==> src/rtl/seg_scan_ctrl.sv <==
// -----------------------------------------------------------------------------
// seg_scan_ctrl
//
// Time-multiplexed scan controller for an N-digit common-anode seven-segment
// display. The host writes a display image (hex nibbles, decimal points and a
// digit-enable mask) into a shadow buffer through a valid/ready handshake. The
// image is copied to the active buffer only at a frame boundary, or while the
// scanner is parked, so a frame is never drawn from two different images.
// Each digit is driven for ON_CYCLES clocks, followed by GAP_CYCLES clocks with
// every anode off to suppress ghosting.
//
// Ports:
//   clk        system clock, rising edge
//   rst_n      asynchronous active-low reset
//   en         scan enable; 0 blanks the display and parks the scanner
//   wr_valid   host image write request
//   wr_ready   shadow buffer free (write accepted on wr_valid & wr_ready)
//   wr_data    hex nibbles, digit i on wr_data[4i+3:4i]
//   wr_dp      decimal point per digit, 1 = lit
//   wr_mask    digit enable per digit, 0 = dark
//   an         anode selects, active-low
//   code       nibble of the current digit, to the hex-to-segment decoder
//   dp_n       decimal point, active-low
//   frame_done one-cycle pulse at the end of every completed frame
// -----------------------------------------------------------------------------
module seg_scan_ctrl #(
  parameter int N_DIGITS   = 8,
  parameter int ON_CYCLES  = 100000,
  parameter int GAP_CYCLES = 1000
) (
  input  logic                  clk,
  input  logic                  rst_n,
  input  logic                  en,
  input  logic                  wr_valid,
  output logic                  wr_ready,
  input  logic [4*N_DIGITS-1:0] wr_data,
  input  logic [N_DIGITS-1:0]   wr_dp,
  input  logic [N_DIGITS-1:0]   wr_mask,
  output logic [N_DIGITS-1:0]   an,
  output logic [3:0]            code,
  output logic                  dp_n,
  output logic                  frame_done
);

  localparam int CNT_MAX = ((ON_CYCLES > GAP_CYCLES) ? ON_CYCLES : GAP_CYCLES) - 1;
  localparam int CNT_W   = (CNT_MAX > 0) ? $clog2(CNT_MAX + 1) : 1;
  localparam int IDX_W   = (N_DIGITS > 1) ? $clog2(N_DIGITS) : 1;

  localparam logic [CNT_W-1:0] ON_LAST  = CNT_W'(ON_CYCLES - 1);
  localparam logic [CNT_W-1:0] GAP_LAST = CNT_W'((GAP_CYCLES > 0) ? GAP_CYCLES - 1 : 0);
  localparam logic [IDX_W-1:0] IDX_LAST = IDX_W'(N_DIGITS - 1);
  localparam bit               HAS_GAP  = (GAP_CYCLES > 0);

  typedef enum logic [1:0] {
    ST_OFF = 2'd0,
    ST_ON  = 2'd1,
    ST_GAP = 2'd2
  } state_t;

  state_t                state_q, state_d;
  logic [IDX_W-1:0]      idx_q, idx_d;
  logic [CNT_W-1:0]      cnt_q, cnt_d;
  logic [N_DIGITS-1:0]   an_q, an_d;
  logic [3:0]            code_q, code_d;
  logic                  dp_n_q, dp_n_d;
  logic                  frame_done_q, frame_done_d;
  logic                  wr_ready_q, wr_ready_d;
  logic                  pending_q, pending_d;

  logic [4*N_DIGITS-1:0] shadow_data_q, shadow_data_d;
  logic [N_DIGITS-1:0]   shadow_dp_q, shadow_dp_d;
  logic [N_DIGITS-1:0]   shadow_mask_q, shadow_mask_d;
  logic [4*N_DIGITS-1:0] active_data_q, active_data_d;
  logic [N_DIGITS-1:0]   active_dp_q, active_dp_d;
  logic [N_DIGITS-1:0]   active_mask_q, active_mask_d;

  // Slot sequencing decisions, derived from current state only.
  logic             enter_on;
  logic             wrap;
  logic [IDX_W-1:0] next_idx;

  always_comb begin
    enter_on = 1'b0;
    wrap     = 1'b0;
    next_idx = '0;
    if (en) begin
      unique case (state_q)
        ST_OFF: enter_on = 1'b1;
        ST_ON:  enter_on = (cnt_q == ON_LAST) && !HAS_GAP;
        ST_GAP: enter_on = (cnt_q == GAP_LAST);
        default: enter_on = 1'b0;
      endcase
      // Leaving a slot (not starting from OFF) advances the digit; leaving
      // the last digit's slot is the frame wrap.
      if (enter_on && (state_q != ST_OFF)) begin
        if (idx_q == IDX_LAST) begin
          wrap = 1'b1;
        end else begin
          next_idx = idx_q + 1'b1;
        end
      end
    end
  end

  // Commit uses pending_q, so a write accepted on the wrap edge itself waits
  // for the following wrap.
  logic accept;
  logic commit;
  assign accept = wr_valid && wr_ready_q;
  assign commit = pending_q && (wrap || (state_q == ST_OFF));

  always_comb begin
    shadow_data_d = shadow_data_q;
    shadow_dp_d   = shadow_dp_q;
    shadow_mask_d = shadow_mask_q;
    active_data_d = active_data_q;
    active_dp_d   = active_dp_q;
    active_mask_d = active_mask_q;
    pending_d     = pending_q;
    wr_ready_d    = wr_ready_q;
    if (commit) begin
      active_data_d = shadow_data_q;
      active_dp_d   = shadow_dp_q;
      active_mask_d = shadow_mask_q;
      pending_d     = 1'b0;
      wr_ready_d    = 1'b1;
    end
    if (accept) begin
      shadow_data_d = wr_data;
      shadow_dp_d   = wr_dp;
      shadow_mask_d = wr_mask;
      pending_d     = 1'b1;
      wr_ready_d    = 1'b0;
    end
  end

  // Per-digit nibbles of the image that will be active after this edge, so a
  // wrap commit is already visible in digit 0 of the new frame.
  logic [3:0] next_nibble [N_DIGITS];
  for (genvar gi = 0; gi < N_DIGITS; gi++) begin : g_nibble
    assign next_nibble[gi] = active_data_d[4*gi +: 4];
  end

  always_comb begin
    state_d      = state_q;
    idx_d        = idx_q;
    cnt_d        = cnt_q;
    an_d         = an_q;
    code_d       = code_q;
    dp_n_d       = dp_n_q;
    frame_done_d = wrap;
    if (!en) begin
      state_d = ST_OFF;
      idx_d   = '0;
      cnt_d   = '0;
      an_d    = '1;
    end else if (enter_on) begin
      state_d          = ST_ON;
      idx_d            = next_idx;
      cnt_d            = '0;
      an_d             = '1;
      an_d[next_idx]   = ~active_mask_d[next_idx];
      code_d           = next_nibble[next_idx];
      dp_n_d           = ~active_dp_d[next_idx];
    end else if ((state_q == ST_ON) && (cnt_q == ON_LAST)) begin
      // Only reached when a gap exists; code/dp_n hold through the gap.
      state_d = ST_GAP;
      cnt_d   = '0;
      an_d    = '1;
    end else if (state_q != ST_OFF) begin
      cnt_d = cnt_q + 1'b1;
    end
  end

  always_ff @(posedge clk or negedge rst_n) begin
    if (!rst_n) begin
      state_q       <= ST_OFF;
      idx_q         <= '0;
      cnt_q         <= '0;
      an_q          <= '1;
      code_q        <= '0;
      dp_n_q        <= 1'b1;
      frame_done_q  <= 1'b0;
      wr_ready_q    <= 1'b1;
      pending_q     <= 1'b0;
      shadow_data_q <= '0;
      shadow_dp_q   <= '0;
      shadow_mask_q <= '0;
      active_data_q <= '0;
      active_dp_q   <= '0;
      active_mask_q <= '0;
    end else begin
      state_q       <= state_d;
      idx_q         <= idx_d;
      cnt_q         <= cnt_d;
      an_q          <= an_d;
      code_q        <= code_d;
      dp_n_q        <= dp_n_d;
      frame_done_q  <= frame_done_d;
      wr_ready_q    <= wr_ready_d;
      pending_q     <= pending_d;
      shadow_data_q <= shadow_data_d;
      shadow_dp_q   <= shadow_dp_d;
      shadow_mask_q <= shadow_mask_d;
      active_data_q <= active_data_d;
      active_dp_q   <= active_dp_d;
      active_mask_q <= active_mask_d;
    end
  end

  assign an         = an_q;
  assign code       = code_q;
  assign dp_n       = dp_n_q;
  assign frame_done = frame_done_q;
  assign wr_ready   = wr_ready_q;

endmodule

==> config.mk <==
export PLATFORM = sky130hd
export DESIGN_NAME = seg_scan_ctrl
export DESIGN_NICKNAME = d
export VERILOG_FILES = /design/src/rtl/seg_scan_ctrl.sv
export SDC_FILE = /design/constraint.sdc
export NUM_CORES = 1
export LEC_CHECK = 0
export BUFFER_PORTS_ARGS = -buffer_cell sky130_fd_sc_hd__clkbuf_2
export CORE_UTILIZATION = 55
export DETAILED_ROUTE_END_ITERATION = 7
export GPL_ROUTABILITY_DRIVEN = 0
export GPL_TIMING_DRIVEN = 0
export PLACE_DENSITY = 0.76
export SETUP_SLACK_MARGIN = 0.02
export SLEW_MARGIN = 20
export SYNTH_ARGS = -nofsm -noshare
export SYNTH_HDL_FRONTEND = slang
export SYNTH_SLANG_ARGS = --single-unit
==> constraint.sdc <==
create_clock -name clk -period 3.8 [get_ports clk]
set_input_delay 0.76 -clock clk [delete_from_list [all_inputs] [get_ports clk]]
set_output_delay 0.76 -clock clk [all_outputs]
set_load 0.03 [all_outputs]
**Word-level counts from Yosys, hierarchy flattened**

Cells that the tools add are included.

- Flip-flop bits (word level): 134
- Logic and storage cells: 80

- Order comparisons: 3
- Reduce and logical (&&, ||, !) cells: 10
- Equality and inequality tests: 8
- Mux-type cells: 37
- Bitwise operators: 5
- Add/subtract/negate cells: 2

Operators by type and width:

| kind | number |
|---|---|
| $mux W17 | 4 |
| $mux W8 | 5 |
| $mux W32 | 1 |
| $add A17 B1 Y17 const B | 1 |
| $eq A17 B10 Y1 const B | 1 |
| $eq A17 B17 Y1 const B | 1 |
| $mux W3 | 5 |
| $bmux W4 S3 | 1 |
| $mux W1 | 12 |
| $mux W4 | 2 |
| $not A8 Y8 | 1 |
| $or A8 B8 Y8 | 1 |
| $bmux W1 S3 | 2 |
| $mux W2 | 3 |
| $logic_and A1 B1 Y1 | 5 |
| $ge A4 B4 Y1 const B | 1 |
| $lt A3 B4 Y1 const B | 1 |
| $ne A4 B1 Y1 const B | 1 |
| $not A3 Y4 | 1 |
| $reduce_bool A2 Y1 | 2 |
| $add A3 B1 Y3 const B | 1 |
| $demux W1 S3 | 1 |
| $eq A3 B3 Y1 const B | 1 |
| $ge A3 B1 Y1 const B | 1 |
| other kinds (9) | 10 |

**Logic depth before layout (Yosys ltp)**

Gate-level depths: netlist of the first run.

- Depth in word-level cells: 15
- Depth in mapped cells: 12
- Gate-level depth less buffers: 9

**Worst setup path before layout of the first run**

Ideal clock, no wire load.

- Path kind: register to register
- Start: register idx_q[0]
- End: register code_q[0], in the netlist code[0]
- Library setup time: 0.126 ns
- Cell stages (with the launch flop): 9
- Path slack: 0.764 ns
- Arrival: 2.910 ns
- Buffers on the path: 0
- Cells stage by stage: dfrtp_1 -> ha_1 -> ha_1 -> or4b_2 -> nor4_2 -> mux2i_1 -> a21oi_1 -> a32o_1 -> o32a_1

- Word-level cells in the longest chain between the ends: 10
- Elaborated cells between the ends (all ways): 15

RTL lines:

| element | RTL line | source |
|---|---|---|
| start, declared | 61 | `logic [IDX_W-1:0] idx_q, idx_d;` |
| start signal, assigned | 194 | `idx_q <= idx_d;` |
| $eq A3 B3 Y1 | 96 | `if (idx_q == IDX_LAST) begin` |
| $mux W1 | 96 |  |
| $mux W1 | 95 | `if (enter_on && (state_q != ST_OFF)) begin` |
| $mux W1 | 86 | `if (en) begin` |
| $logic_or A1 B1 Y1 | 110 | `assign commit = pending_q && (wrap \|\| (state_q == ST_OFF));` |
| $logic_and A1 B1 Y1 | 110 |  |
| $mux W32 | 121 | `if (commit) begin` |
| $bmux W4 S3 * | 163 | `code_d = next_nibble[next_idx];` |
| $mux W4 (not written as such) * (2 in series) | 163 |  |
| end signal, assigned | 197 | `code_q <= code_d;` |
| end, declared | 64 | `logic [3:0] code_q, code_d;` |

Every way passes the cells marked *; elsewhere a longest branch is shown, timed or not. The select of a mux whose other input is x is not followed.
A chain may end at the register's enable or synchronous reset.

**Final worst setup path of the first run**

- Start: register idx_q[0]
- End: register code_q[2], in the netlist code[2]

The elaborated chain is that of the path after synthesis.

==> out/summary.txt, run 1 <==
Antenna diodes -> 0
Seq/Total Area, Yosys -> 58.4%
Die H -> 104 um
count leader, synth -> dfrtp_1
Num CTS Buffers -> 17
Boundary Pins -> 67
Synth Area in XOR/XNOR -> 2.28%
Cells after Synth -> 445
core area -> 9950 sq um
Sw Share -> 28.1%
Routed Antenna Nets -> 0
Distinct cells, synth -> 50
largest net degree at the start of global routing -> 78
largest area contributor in the netlist -> dfrtp_1
final slew viol count -> 0
clock share of power -> 29.9%
H-tree level count -> 4
Worst EP arrival -> 4.01 ns
Worst Hold Class -> input port to async pin
Final Cycle Share -> 94.3%
Worst Setup End Kind -> flop
die width -> 104 um
worst-margin pin slew -> 1.02 ns
Finished Layout Cells -> 677
worst path cell trace -> ha_1, ha_1, or4b_2, nor4_2, mux2i_1, a21oi_1, a32o_1, o32a_1
root buffer cell -> clkbuf_8
placed cells -> 645
drt first-iter violations -> 181
unrepaired setup endpoints after global routing -> no
Main synth FF type -> dfrtp_1
clock buffer depth -> 2
antenna violations before repair -> 0
Post-Synth Adder-Cell Area -> 0.651%
status -> complete, no violations
Synth async-reset ratio -> 100%
Worst slew margin -> 31.6%
Yosys reg bits -> 134
final net count -> 586
residual DRC count -> 0
CP peak stage delay -> 0.80 ns
Initial Util -> 57.9%
mux cell area share after synthesis -> 20.4%
global-route wire length before repair -> 20.0 mm
routed wl met3 -> 637 um
maximum vdd drop -> 0.000490 V
Area Growth Syn to Fin -> 18.3%
area of the multi-input gates -> 2230 sq um
final core utilization -> 68.5%
fillers -> 735
clock sinks -> 134
Power Dens Cells -> 693 nW/um^2
top post-synthesis cells by area -> dfrtp_1 (54%), mux2_2 (17%), dfstp_2 (4.6%)
Worst Path Required -> 4.23 ns
Die Area -> 10900 sq um
R2R depth -> 8
Simple-Gate Fraction of Synth Area -> 9.01%
max_cap viols -> 0
top-area cell type share of the netlist area -> 53.9%
EDFF count, synth -> 0
TritonCTS clock tree -> built
wire length on met2 -> 5.69 mm
Crit Path Category -> flop to flop
Vias -> 3851
Total GRT Usage -> 24.3%
share of layout cells above drive strength 1 -> 39.0%
vias in the first global route -> 3954
master of the slowest instance on the critical path -> nor4_2
Place WS -> 0.250 ns
WL final -> 11.9 mm
total design power -> 4720 uW
Syn Nets -> 500
register area -> 3370 sq um
Worst-path clk slew -> 0.06 ns
most frequent cells after synthesis -> dfrtp_1 (124), mux2_2 (86), nor2_1 (43)
CP startpoint kind -> flop
yosys warns -> 0
Leak Pwr -> 0.00309 uW
CTS Hold Bufs -> 0
largest family of logic cells by synthesized area -> multiplexers
total gr overflow -> 0
Mapped Area -> 5760 sq um
TritonRoute pass-1 iters -> 7
sequential share of power -> 47.6%
final number of setup-violating endpoints -> 0
PostCTS Resize Cnt -> 0
post-synthesis compound-gate area fraction -> 6.36%
Final Worst Setup Slack -> 0.218 ns
Top Layer Used -> met4
via density per instance -> 5.69
clk_lat worst skew -> 0.54 ns
Final HPWL DP -> 8.45 mm
WL met1 -> 5.40 mm
syn avg cell area -> 12.9 sq um
num rows -> 36
crit path time final -> 3.58 ns
PortBufs -> 66
Max Fclk -> 0.279 GHz
Comb power frac -> 22.5%
final hold vios -> 0
postcts setup bufs -> 0
CP most frequent cell -> ha_1
sw power -> 1330 uW
WL per Instance -> 17.6 um
Worst Skew -> 0.00887 ns
Max FO, Critical Path -> 8
P_int -> 3390 uW
==> worst paths after layout <==
| path | startpoint | endpoint | slack [ns] |
|---|---|---|---|
| hold reg to reg | cnt_q[0] | cnt_q[0] | 0.46 |
| max in group asynchronous | rst_n | wr_ready | 2.89 |
| min in group clk | wr_valid | wr_ready | 0.39 |
| setup reg to reg | idx_q[0] | code[2] | 0.22 |
| setup / recovery | idx_q[0] | code[2] | 0.22 |
| hold / removal | rst_n | cnt_q[16] | 0.18 |
==> critical path, delay by kind of cell, from the launching register on <==
kind	cells	cell delay, ns
and+or+nand+nor	2	1.58
AOI/OAI and AO/OA	3	0.64
DFF	1	0.48
adders and majority gates	2	0.48
muxes	1	0.28
==> routing by layer <==
layer | up-vias | GRT usage [%]
li1 | 1769 | -
met1 | 1936 | 32.5
met2 | 122 | 36.8
met3 | 24 | 8.15
met4 | 0 | 9.08
met5 | - | 0
==> cell usage in the layout (no fill, tap or decap), types with 10 or more instances in the layout <==
master and n:
nand3_1 14, inv_1 14, mux2i_1 13, clkbuf_1 13
nand2_1 13, clkbuf_16 16, nor2_1 43, a21oi_1 12
dfrtp_1 124, clkbuf_2 65, dfstp_2 10, mux2_2 86
==> logic make-up (layout without fill, tap and decap cells) <==
logic type      count (synthesis)  count (layout)
compound gates                 48              48
xor+xnor                       15              15
fa+ha+maj                       3               3
buf+inv                        35             134
flops                         134             134
mux                           104             104
simple gates                  106             106
==> final cells by class <==
| cell class | instances | area share, % |
|---|---|---|
| well taps | 133 | 2.44 |
| clock inverters | 14 | 1.27 |
| plain buffers | 21 | 1.69 |
| flip-flops and latches | 134 | 49.4 |
| repair buffers | 67 | 5.38 |
| multi-input cells | 276 | 32.8 |
| inverters | 14 | 0.771 |
| clock buffers | 18 | 6.28 |
==> state kept, by name (all words and copies together) (netlist names) <==
| register | cells |
|---|---|
| shadow_data_q | 32 |
| shadow_mask_q | 8 |
| wr_ready | 1 |
| an | 8 |
| frame_done | 1 |
| shadow_dp_q | 8 |
| idx_q | 3 |
| dp_n | 1 |
| pending_q | 1 |
| active_dp_q | 8 |
| active_mask_q | 8 |
| state_q | 2 |
| active_data_q | 32 |
| code | 4 |
| cnt_q | 17 |
==> power groups by stage <==
stage	clock, uW	combinational (uW)	sequential [uW]
2_1_floorplan	0	782	2220
3_3_place_gp	0	1020	2240
3_5_place_dp	0	1070	2270
4_1_cts	1440	1070	2250
5_1_grt	1500	1170	2310
6_report	1410	1060	2250
==> per-stage QoR <==
step	TNS [ns]	area, sq um	hold WS (ns)
final	0	6820	0.179
after global routing	0	6820	0.203
after CTS	0	6810	0.179
after detailed placement	0	6290	0.455
after global placement	-5.83	6260	0.445
after floorplan	0	5760	0.433
Note: power is estimated with default switching activity, not from simulation.
==> run 2, diff against run 1 <==
--- a/config.mk
+++ b/config.mk
@@ -10,7 +10,7 @@
 export DETAILED_ROUTE_END_ITERATION = 7
 export GPL_ROUTABILITY_DRIVEN = 0
 export GPL_TIMING_DRIVEN = 0
-export PLACE_DENSITY = 0.76
+export PLACE_DENSITY = 0.73
 export SETUP_SLACK_MARGIN = 0.02
 export SLEW_MARGIN = 20
 export SYNTH_ARGS = -nofsm -noshare
==> run 2 against run 1 <==
Compared with the run above:
- core utilization grew 0.53 points
- hold slack worse by 0.015 ns
- total power up 3.1%
- sequential cell count stayed put
- critical path type unchanged
==> out/summary.txt, run 2 (synthesized netlist as in run 1, its figures left out) <==
status -> complete, no violations
Boundary Pins -> 67
CTS Hold Bufs -> 0
share of layout cells above drive strength 1 -> 38.4%
vias in the first global route -> 3954
Die Area -> 10900 sq um
Worst Skew -> 0.00734 ns
maximum vdd drop -> 0.000476 V
most frequent cells in the layout -> dfrtp_1 (124), mux2_2 (86), clkbuf_2 (65)
Antenna diodes -> 0
hold slack -> 0.165 ns
Initial Util -> 57.9%
clock buffer depth -> 2
clock sinks -> 134
global-route wire length before repair -> 19.5 mm
drt first-iter violations -> 147
max_cap viols -> 0
total design power -> 4870 uW
Max FO, Critical Path -> 8
Num CTS Buffers -> 17
Area Growth Syn to Fin -> 19.2%
PortBufs -> 66
commonest non-fill, non-tap cell in the layout -> dfrtp_1
crit path time final -> 3.58 ns
residual DRC count -> 0
antenna violations before repair -> 0
Max Fclk -> 0.279 GHz
Leak Pwr -> 0.00312 uW
final core utilization -> 69.0%
Setup TNS Final -> 0 ns
Final HPWL DP -> 8.41 mm
Worst Hold Class -> input port to async pin
WL per Instance -> 17.5 um
TritonRoute pass-1 iters -> 5
TritonCTS clock tree -> built
num rows -> 36
unrepaired setup endpoints after global routing -> no
Routed Antenna Nets -> 0
final net count -> 586
clk_lat worst skew -> 0.53 ns
Largest regs -> active_data_q (32), shadow_data_q (32), cnt_q (17)
WL final -> 11.8 mm
total gr overflow -> 0
Die H -> 104 um
final hold vios -> 0
worst-margin pin slew -> 1.07 ns
final number of setup-violating endpoints -> 0
via density per instance -> 5.60
H-tree level count -> 4
postcts setup bufs -> 0
Worst-path clk slew -> 0.06 ns
Worst Path Required -> 4.22 ns
Worst Setup End Kind -> flop
Power Dens Cells -> 709 nW/um^2
Worst slew margin -> 28.2%
largest net degree at the start of global routing -> 89
Vias -> 3792
final slew viol count -> 0
Crit Path Category -> flop to flop
CP startpoint kind -> flop
core area -> 9950 sq um
PostCTS Resize Cnt -> 0
Worst EP arrival -> 4.00 ns
Final Cycle Share -> 94.3%
Total GRT Usage -> 23.6%
die width -> 104 um
root buffer cell -> clkbuf_8
run 2: path summary, 6_finish.rpt:
path                               start       end  slack [ns]  cells past startpoint
max in group asynchronous          rst_n  wr_ready        2.88                      2
min in group clk                wr_valid  wr_ready        0.40                      2
worst max register to register  idx_q[0]   code[3]        0.22                      8
worst min-delay path               rst_n  cnt_q[8]        0.16                      1
worst min register to register  cnt_q[0]  cnt_q[0]        0.47                      1
worst max-delay path            idx_q[0]   code[3]        0.22                      8
run 2: cell type report:
| cell class | count | area, sq um |
|---|---|---|
| flip-flops and latches | 134 | 3370 |
| fillers | 750 | 3090 |
| multi-input cells | 276 | 2230 |
| clock buffers | 23 | 467 |
| repair buffers | 67 | 367 |
| well taps | 133 | 166 |
| plain buffers | 21 | 115 |
| clock inverters | 9 | 100 |
| inverters | 14 | 52.6 |
run 2: routing by layer:
layer | up-vias | track usage [%] | wire (um)
met5 | - | 0 | 0
met4 | 0 | 10.6 | 235
met3 | 21 | 6.20 | 587
met2 | 99 | 36.4 | 5670
met1 | 1910 | 31.4 | 5320
li1 | 1762 | - | -
run 2: per-stage QoR:
stage | cell area, sq um | std cells | setup WS [ns]
CTS | 6860 | 677 | 0.248
global route | 6870 | 677 | 0.114
floorplan | 5760 | 445 | 0.764
finish | 6870 | 677 | 0.218
detailed placement | 6290 | 645 | 0.283
global placement | 6260 | 644 | -0.0984
run 2: power breakdown:
part           total (uW)  switching, uW  leakage (uW)  internal [uW]
registers            2250            259       0.00163           1990
clock network        1550            573      0.000278            979
logic                1070            471       0.00121            600
run 2: critical path: stages, from the launching register on:
cell and delay, ns:
dfrtp_1 0.46, ha_1 0.23, ha_1 0.24, or4b_2 0.77, nor4_2 0.83, mux2i_1 0.29, a21oi_1 0.11, a32o_1 0.26
o32a_1 0.28
==> run 3, diff against run 2 <==
--- a/config.mk
+++ b/config.mk
@@ -11,6 +11,7 @@
 export GPL_ROUTABILITY_DRIVEN = 0
 export GPL_TIMING_DRIVEN = 0
 export PLACE_DENSITY = 0.73
+export RECOVER_POWER = 100
 export SETUP_SLACK_MARGIN = 0.02
 export SLEW_MARGIN = 20
 export SYNTH_ARGS = -nofsm -noshare
==> constraint.sdc (replaced) <==
create_clock -name clk -period 3.5 [get_ports clk]
set_input_delay 0.7 -clock clk [delete_from_list [all_inputs] [get_ports clk]]
set_output_delay 0.7 -clock clk [all_outputs]
set_load 0.03 [all_outputs]
==> run 3 against run 2 <==
Compared with the run above:
- the flow now finishes with violations (capacitance limit, slew limit)
- count of clock-buffer cells in the layout unchanged
- final cell count unchanged
- combinational power about the same
==> out/summary.txt, run 3 (synthesized netlist as in run 1, its figures left out) <==
Worst EP arrival -> 3.71 ns
area of the multi-input gates -> 2230 sq um
r2r setup slk -> 0.20 ns
reg2reg start -> cnt_q[0]
violated checks -> capacitance limit, slew limit
Num CTS Buffers -> 17
Largest regs -> active_data_q (32), shadow_data_q (32), cnt_q (17)
status -> finished, violations left
commonest non-fill, non-tap cell in the layout -> dfrtp_1
Die H -> 104 um
Boundary Pins -> 67
total design power -> 5220 uW
via density per instance -> 5.64
num rows -> 36
register area -> 3370 sq um
TritonRoute pass-1 iters -> 4
final net count -> 586
postcts setup bufs -> 0
Hold Path Sink -> wr_ready
residual DRC count -> 0
Top Layer Used -> met4
clock sinks -> 134
Vias -> 3815
maximum vdd drop -> 0.000516 V
die width -> 104 um
final slew viol count -> 47
R2R depth -> 10
Leak Pwr -> 0.00304 uW
root buffer cell -> clkbuf_8
routed wl met3 -> 610 um
WL final -> 11.8 mm
fillers -> 770
Initial Util -> 57.9%
Routed Antenna Nets -> 0
share of layout cells above drive strength 1 -> 31.4%
final number of setup-violating endpoints -> 0
Worst Hold Class -> input port to flop
TritonCTS clock tree -> built
vias in the first global route -> 3951
wire length on met2 -> 5.65 mm
PortBufs -> 66
WL met1 -> 5.29 mm
Antenna diodes -> 0
hold_sp -> wr_valid
Worst Path Required -> 3.91 ns
Crit Path Category -> flop to flop
Worst slew margin -> -70.5%
Place WS -> -0.0166 ns
Die Area -> 10900 sq um
Final Worst Setup Slack -> 0.201 ns
clk_lat worst skew -> 0.53 ns
most frequent cells in the layout -> dfrtp_1 (124), mux2_2 (70), clkbuf_2 (50)
worst-margin pin slew -> 2.56 ns
Worst Setup End Kind -> flop
FF-to-FF End -> code[1]
CP startpoint kind -> flop
H-tree level count -> 4
crit path time final -> 3.30 ns
final hold vios -> 0
core area -> 9950 sq um
Worst Skew -> 0.00711 ns
Final HPWL DP -> 8.41 mm
drt first-iter violations -> 164
largest net degree at the start of global routing -> 89
global-route wire length before repair -> 19.5 mm
max_cap viols -> 1
Power Dens Cells -> 765 nW/um^2
Total GRT Usage -> 23.6%
Max Fclk -> 0.303 GHz
clock buffer depth -> 2
total gr overflow -> 0
Final Cycle Share -> 94.3%
Area Growth Syn to Fin -> 18.4%
Hold Path Stages -> 2
unrepaired setup endpoints after global routing -> no
Worst-path clk slew -> 0.06 ns
Max FO, Critical Path -> 10
WL per Instance -> 17.4 um
antenna violations before repair -> 0
run 3: changes by cell type in the layout (fill, tap and decap cells not counted), sizes merged:
cell | previous run | this run
buf | 9 | 6
clkbuf | 102 | 105
run 3: repair_timing:
action                     4_1_cts  5_1_grt
hold buffers                     0        0
setup endpoints to repair        4        1
gates resized for setup          1        1
run 3: metrics by stage:
step	area [sq um]	hold WS [ns]	util (%)	setup TNS, ns	instances
floorplan	5760	0.404	-	0	445
global placement	6260	0.455	62.9	-40.72	644
detailed placement	6290	0.464	63.2	-0.0166	645
CTS	6870	0.102	69.0	0	677
global route	6820	0.348	68.5	0	677
finish	6820	0.346	68.5	0	677
run 3: critical path, stage by stage (launching register included):
cell      delay [ns]
dfrtp_1         0.37
ha_1            0.21
nand2_1         0.10
or3_1           0.34
buf_6           0.15
o41a_1          0.44
buf_6           0.15
clkbuf_1        0.30
mux2_1          0.44
a221o_1         0.35
o32a_1          0.35
run 3: report_power, final:
part / internal [uW] / switching (uW)
clock network: 1060 / 620
registers: 2160 / 278
logic: 590 / 507
total: 3810 / 1410
run 3: metal layers:
layer	vias up	GRT usage (%)
met3	20	6.20
li1	1768	-
met1	1927	31.4
met4	0	10.6
met2	100	36.4
met5	-	0
run 3: area by class of cell:
type,instances,share of cell area (%)
multi-input cells,276,32.8
inverters,14,0.771
flip-flops and latches,134,49.3
plain buffers,21,1.41
clock inverters,9,1.47
well taps,133,2.44
repair buffers,67,4.95
clock buffers,23,6.84
run 3: worst max path at each step:
stage,from,endpoint,cells after the start,slack [ns]
after CTS,cnt_q[3],code[1],9,0.20
after floorplan,idx_q[0],code[0],8,0.46
after global placement,rst_n,shadow_data_q[6],1,-0.34
final,cnt_q[0],code[1],10,0.20
after detailed placement,idx_q[0],code[2],8,-0.02
after global routing,cnt_q[0],code[1],10,0.08
